`src/rtl/jtframe_credits_hexprint.sv`:
```
// Writes NVAL 16-bit values as 4-digit uppercase hex into the credits overlay VRAM, or fills the page with spaces.
// Optional JTFRAME_CREDITS_HEXPRINT_HILITE_EN: items that changed since the previous print use the white palette.
module jtframe_credits_hexprint #(
  parameter int NVAL   = 8,
  parameter int ROW0   = 1,
  parameter int COL0   = 2,
  parameter int PERROW = 4
) (
  input  logic               rst,
  input  logic               clk,
  input  logic               cen,
  input  logic               start,
  input  logic               clear,
  input  logic [NVAL*16-1:0] values,
  output logic               busy,
  output logic               done,
  output logic [9:0]         vram_addr,
  output logic [7:0]         vram_dout,
  output logic               vram_we,
  output logic [1:0]         st_dbg
);

  // Handshake: start/clear are sampled on every clk edge; a write happens on
  // each clk where vram_we=1, with vram_addr/vram_dout valid in that same clk.
  typedef enum logic [1:0] {IDLE, CLEAR, WRITE, FINISH} state_t;

  localparam logic [9:0] BASE       = 10'((ROW0 * 32 + COL0) % 1024);
  localparam logic [4:0] LAST_ITEM  = 5'(NVAL - 1);
  localparam logic [4:0] LAST_FIELD = 5'(PERROW - 1);

  state_t             state, state_nx;
  logic               pend_start, pend_clear, op_write;
  logic [NVAL*16-1:0] snap;
  logic [9:0]         addr_q, line_base, field_base;
  logic [4:0]         item, field;
  logic [1:0]         pos;
  logic               enter_clear, enter_write, step;
  logic [15:0]        cur;
  logic [3:0]         nib;
  logic [6:0]         chr;
  logic               hl;

  always_ff @(posedge clk or posedge rst) begin
    if (rst) state <= IDLE;
    else     state <= state_nx;
  end

  always_comb begin
    state_nx    = state;
    enter_clear = 1'b0;
    enter_write = 1'b0;
    step        = 1'b0;
    busy        = 1'b0;
    done        = 1'b0;
    vram_we     = 1'b0;
    vram_dout   = 8'h00;
    case (state)
      IDLE: begin
        if (clear) begin
          state_nx    = CLEAR;
          enter_clear = 1'b1;
        end else if (start) begin
          state_nx    = WRITE;
          enter_write = 1'b1;
        end
      end
      CLEAR: begin
        busy      = 1'b1;
        vram_we   = cen;
        vram_dout = 8'h20;
        step      = cen;
        if (cen && addr_q == 10'd1023) state_nx = FINISH;
      end
      WRITE: begin
        busy      = 1'b1;
        vram_we   = cen;
        vram_dout = {hl, chr};
        step      = cen;
        if (cen && item == LAST_ITEM && pos == 2'd3) state_nx = FINISH;
      end
      FINISH: begin
        done = 1'b1;
        // A pending clear is served before a pending print
        if (pend_clear || clear) begin
          state_nx    = CLEAR;
          enter_clear = 1'b1;
        end else if (pend_start || start) begin
          state_nx    = WRITE;
          enter_write = 1'b1;
        end else begin
          state_nx = IDLE;
        end
      end
      default: state_nx = IDLE;
    endcase
  end

  assign vram_addr = addr_q;
  assign st_dbg    = state;

  always_comb begin
    cur = 16'h0000;
    for (int k = 0; k < NVAL; k++)
      if (item == 5'(k)) cur = snap[16*k +: 16];
  end

  always_comb begin
    case (pos)
      2'd0:    nib = cur[15:12];
      2'd1:    nib = cur[11:8];
      2'd2:    nib = cur[7:4];
      default: nib = cur[3:0];
    endcase
    chr = (nib < 4'd10) ? (7'h30 + {3'b000, nib}) : (7'h37 + {3'b000, nib});
  end

  always_ff @(posedge clk or posedge rst) begin
    if (rst) begin
      pend_start <= 1'b0;
      pend_clear <= 1'b0;
      op_write   <= 1'b0;
      snap       <= '0;
      addr_q     <= 10'd0;
      line_base  <= 10'd0;
      field_base <= 10'd0;
      item       <= 5'd0;
      field      <= 5'd0;
      pos        <= 2'd0;
    end else begin
      case (state)
        IDLE: if (clear && start) pend_start <= 1'b1;
        CLEAR, WRITE: begin
          if (start) pend_start <= 1'b1;
          if (clear) pend_clear <= 1'b1;
        end
        FINISH: begin
          if (pend_clear || clear) begin
            pend_clear <= 1'b0;
            pend_start <= pend_start | start;
          end else begin
            pend_start <= 1'b0;
          end
        end
        default: ;
      endcase
      if (enter_clear) begin
        op_write <= 1'b0;
        addr_q   <= 10'd0;
      end
      if (enter_write) begin
        op_write   <= 1'b1;
        snap       <= values;
        addr_q     <= BASE;
        line_base  <= BASE;
        field_base <= BASE;
        item       <= 5'd0;
        field      <= 5'd0;
        pos        <= 2'd0;
      end
      if (step) begin
        if (state == CLEAR) begin
          addr_q <= addr_q + 10'd1;
        end else if (pos != 2'd3) begin
          pos    <= pos + 2'd1;
          addr_q <= addr_q + 10'd1;
        end else begin
          // Last digit of a field: skip the separator or move to the next row
          pos  <= 2'd0;
          item <= item + 5'd1;
          if (field == LAST_FIELD) begin
            field      <= 5'd0;
            line_base  <= line_base + 10'd32;
            field_base <= line_base + 10'd32;
            addr_q     <= line_base + 10'd32;
          end else begin
            field      <= field + 5'd1;
            field_base <= field_base + 10'd5;
            addr_q     <= field_base + 10'd5;
          end
        end
      end
    end
  end

`ifdef JTFRAME_CREDITS_HEXPRINT_HILITE_EN
  logic [NVAL*16-1:0] prev;
  logic               force_all;
  logic [15:0]        prev_cur;

  always_comb begin
    prev_cur = 16'h0000;
    for (int k = 0; k < NVAL; k++)
      if (item == 5'(k)) prev_cur = prev[16*k +: 16];
  end

  assign hl = force_all | (cur != prev_cur);

  always_ff @(posedge clk or posedge rst) begin
    if (rst) begin
      prev      <= '0;
      force_all <= 1'b1;
    end else begin
      if (state == FINISH && op_write) begin
        prev      <= snap;
        force_all <= 1'b0;
      end
      if (enter_clear) force_all <= 1'b1;
    end
  end
`else
  assign hl = 1'b0;
`endif

endmodule

```
`config.mk`:
```
export PLATFORM = sky130hd
export DESIGN_NAME = jtframe_credits_hexprint
export DESIGN_NICKNAME = d
export VERILOG_FILES = /design/src/rtl/jtframe_credits_hexprint.sv
export SDC_FILE = /design/constraint.sdc
export NUM_CORES = 1
export LEC_CHECK = 0
export ABC_AREA = 1
export ABC_CLOCK_PERIOD_IN_PS = 6200
export CORE_ASPECT_RATIO = 0.8
export CORE_UTILIZATION = 48
export CTS_CLUSTER_SIZE = 16
export DETAILED_ROUTE_END_ITERATION = 12
export PLACE_DENSITY_LB_ADDON = 0.2
export REMOVE_ABC_BUFFERS = 1
export SLEW_MARGIN = 5
export SYNTH_ARGS = -nofsm -noshare
export SYNTH_HDL_FRONTEND = slang
export SYNTH_SLANG_ARGS = --single-unit
```
`constraint.sdc`:
```
create_clock -name clk -period 6.2 [get_ports clk]
set_input_delay 1.55 -clock clk [delete_from_list [all_inputs] [get_ports clk]]
set_output_delay 1.55 -clock clk [all_outputs]
set_load 0.02 [all_outputs]
```
==> out/results.ini <==
[placed_design]
port_buffers = 154
post-place-ws_ns = 1.22
numPlacedInstances = 1590
place_hpwl_um = 16800
gp_congestion = 0.923
place_area_um2 = 10800

[layout]
layout_commonest_cell = nand2_1
layout.cells.non_filler = 1622
post-route-util = 0.623
drive_gt1_frac = 0.0548
synthToLayoutAreaGrowth_pct = 25.8
design_area_um2 = 11400
n_antenna_cell = 0
most-common-layout-cells = nand2_1 (495), dfrtp_1 (174), clkdlybuf4s50_1 (154)
nNetsFinal = 1506

[logic_synthesis]
syn_area_per_cell_um2 = 7.41
synthDistinctLibCells = 40
ys_async_sr_fraction = 1.00
synth_seq_cells = 174
ys.flop_type = dfrtp_1
ys_seq_area_frac = 0.479
synthCells = 1225
yosysWarnings = 0
synth_edf_count = 0
synth_area_um2 = 9080

[die]
num_rows = 44
die_area_um2 = 19500
core_um2 = 18300
chipHeight_um = 125
ioPinCount = 156
initial_core_util = 0.495
die_x_um = 156

[clock_network]
clock_sinks = 174
ctsRootBufferMaster = clkbuf_16
cts_resized = 0
cts_tree = yes
clock_latency_ns = 0.44
cts_max_path_buffers = 2
numCtsBuffers = 17
clk_pin_slew_ns = 0.06
htreeDepth = 4
cts_setup_buffers = 0
cts_hold_buffers = 0

[timing]
max_freq_mhz = 183
finalCriticalPeriod_ns = 5.47
finalSetupViolations = 0
skew_ns = 0.00874
slew_viol_final = 0
max_slew_margin = 0.395
final.setup.tns_ns = 0
setup_ws_ns = 0.733
hold_violations = 0
finalCritPeriodShare = 0.882
worst_pin_slew_ns = 0.908
rsz0062_at_grt = false

[pwr]
p_leak_nw = 5.74
ir_drop_mv = 0.237
power.density_nw_per_um2 = 490

[routing]
antenna_left = 0
drtIter0Drc = 734
drc = 0
vias = 8147
post_drt_via_cell_ratio = 5.02
wl_per_cell_um = 14.9
first_pass_iters = 6
finalWirelength_um = 24100

[worst_hold_path]
hold_class = reg2reg
holdPathEnd = line_base[1]$_DFFE_PP0P_
holdCritStartpoint = line_base[1]$_DFFE_PP0P_
hold_depth = 2

[setup_path]
worst-r2r-setup-slack_ns = 3.24
path_cells = inv_1 -> ha_1 -> inv_1 -> nor2_1 -> nand2_2 -> or2_2 -> nand3_1 -> nand4_1 -> nand3_1 -> nand2_1 -> nand2_1 -> nand3_1 -> nand2_1 -> nand2_1 -> clkinv_1 -> ha_1 -> inv_1 -> nand2_1 -> nand2_1 -> inv_1 -> nor2_1 -> nor2_1 -> clkdlybuf4s50_1
cp.required_ns = 4.65
cp_common_cell = nand2_1
cp_max_fo = 32
cpLargestDelayFamily = simple AND/OR/NAND/NOR gates
r2r_end = snap[65]$_DFFE_PP0P_
r2r_cells = 11
criticalPathCategory = reg2out
slowest_stage = clkdlybuf4s50_1
cpPeakStageDelay_ns = 0.61
setup.worst_path.end_class = primary output
timing.rr.start = st_dbg[0]$_DFFE_PP0P_
path_buf_inv = 6
start_kind = flip-flop
crit_arrival_ns = 3.92

[global_route]
grt_max_degree = 99
grt_pass1_wl_um = 39900
antenna_found_initial = 0
grt_util_all_layers = 0.263
grt_remaining_overflow = 0
grt_pass1_vias = 7841

[outcome]
outcome = complete, no violations

[flow_run]
drv_cap = 0

-- synthesized netlist by cell type, types with 2 or more instances --
cell type / n / area [µm²]
nand2_4: 2 / 22.5
xor2_1: 6 / 52.6
buf_4: 3 / 22.5
clkbuf_1: 29 / 109
o211ai_1: 12 / 90.1
ha_1: 17 / 213
o21ai_1: 7 / 35.0
nor3_1: 5 / 25.0
a32oi_1: 2 / 17.5
nor2_4: 7 / 78.8
o221ai_1: 3 / 26.3
nand2_1: 496 / 1860
or2_2: 5 / 31.3
xnor2_1: 3 / 26.3
o22ai_1: 7 / 43.8
inv_2: 4 / 15.0
buf_2: 11 / 55.1
a21oi_1: 18 / 90.1
nand4_1: 5 / 31.3
o21bai_1: 3 / 22.5
or2_0: 4 / 25.0
buf_1: 4 / 15.0
o31ai_1: 3 / 22.5
dfrtp_1: 174 / 4350
nand3_1: 75 / 375
a21oi_2: 2 / 17.5
inv_1: 151 / 567
nor2_1: 39 / 146
o21ai_0: 103 / 515
nand3b_1: 2 / 15.0
and3_1: 2 / 12.5
nand2_2: 11 / 68.8
buf_6: 3 / 33.8
-- per-stage QoR --
stage / hold WS, ns / total power [W]
final: 0.466 / 0.00560
after floorplan: 0.420 / 0.00358
after CTS: 0.463 / 0.00560
after global placement: 0.435 / 0.00433
after detailed placement: 0.442 / 0.00439
after global routing: 0.493 / 0.00605
-- flip-flops by register name, summed over array words and instances (netlist names) --
register / count
line_base: 10
pend_clear: 1
pend_start: 1
field_base: 10
pos: 2
st_dbg: 2
snap: 128
vram_addr: 10
field: 5
item: 5
-- cells by family after synthesis --
family	after synthesis	share of synthesized area
AND/OR/NAND/NOR	655	0.298
buffers and inverters	206	0.0904
flip-flops	174	0.479
AO/OA/AOI/OAI	163	0.0996
adder cells (fa/ha/maj)	17	0.0234
XOR/XNOR	9	0.00868
other	1	0.000413
-- routing by layer --
metal / GRT usage / vias to the layer above / share of wire
met4: 0.0704 / 0 / 0.014
li1: - / 4083 / -
met1: 0.395 / 3759 / 0.49
met5: 0 / - / 0
met3: 0.0513 / 31 / 0.064
met2: 0.386 / 274 / 0.43
-- worst reg2reg max path: stages, from the launching register on --
cell     delay, ns
dfrtp_1       0.45
inv_1         0.12
ha_1          0.19
inv_1         0.07
nor2_1        0.19
nand2_1       0.07
nand2_1       0.14
nand2_4       0.28
inv_4         0.76
buf_4         0.40
nand2_1       0.12
o21ai_0       0.09
-- how the worst max path moves through the flow --
stage                     slack [ns]  cells past startpoint               from                endpoint
after CTS                       0.76                     23  item[0]$_DFF_PP0_            vram_dout[2]
after floorplan                -0.63                      8              start  line_base[9]$_DFF_PP0_
after detailed placement        1.22                     23  item[0]$_DFF_PP0_            vram_dout[2]
after global placement          1.30                     23  item[0]$_DFF_PP0_            vram_dout[2]
after global routing            0.41                     20  item[0]$_DFF_PP0_            vram_dout[2]
final                           0.73                     23  item[0]$_DFF_PP0_            vram_dout[2]
-- power by group --
group          leakage, nW  switching, W  internal [W]
combinational         3.22       0.00158      0.000895
clock                0.310      0.000485      0.000694
sequential            2.20      0.000324       0.00162
-- area by class of cell --
cell class	instances	area [µm²]
fill	1599	6910
sequential	174	4350
multi-input combinational	845	3910
timing repair buffer	162	1600
inverter	156	593
clock buffer	18	439
tap	253	317
clock inverter	14	204
Power figures use the tool's default switching activity.
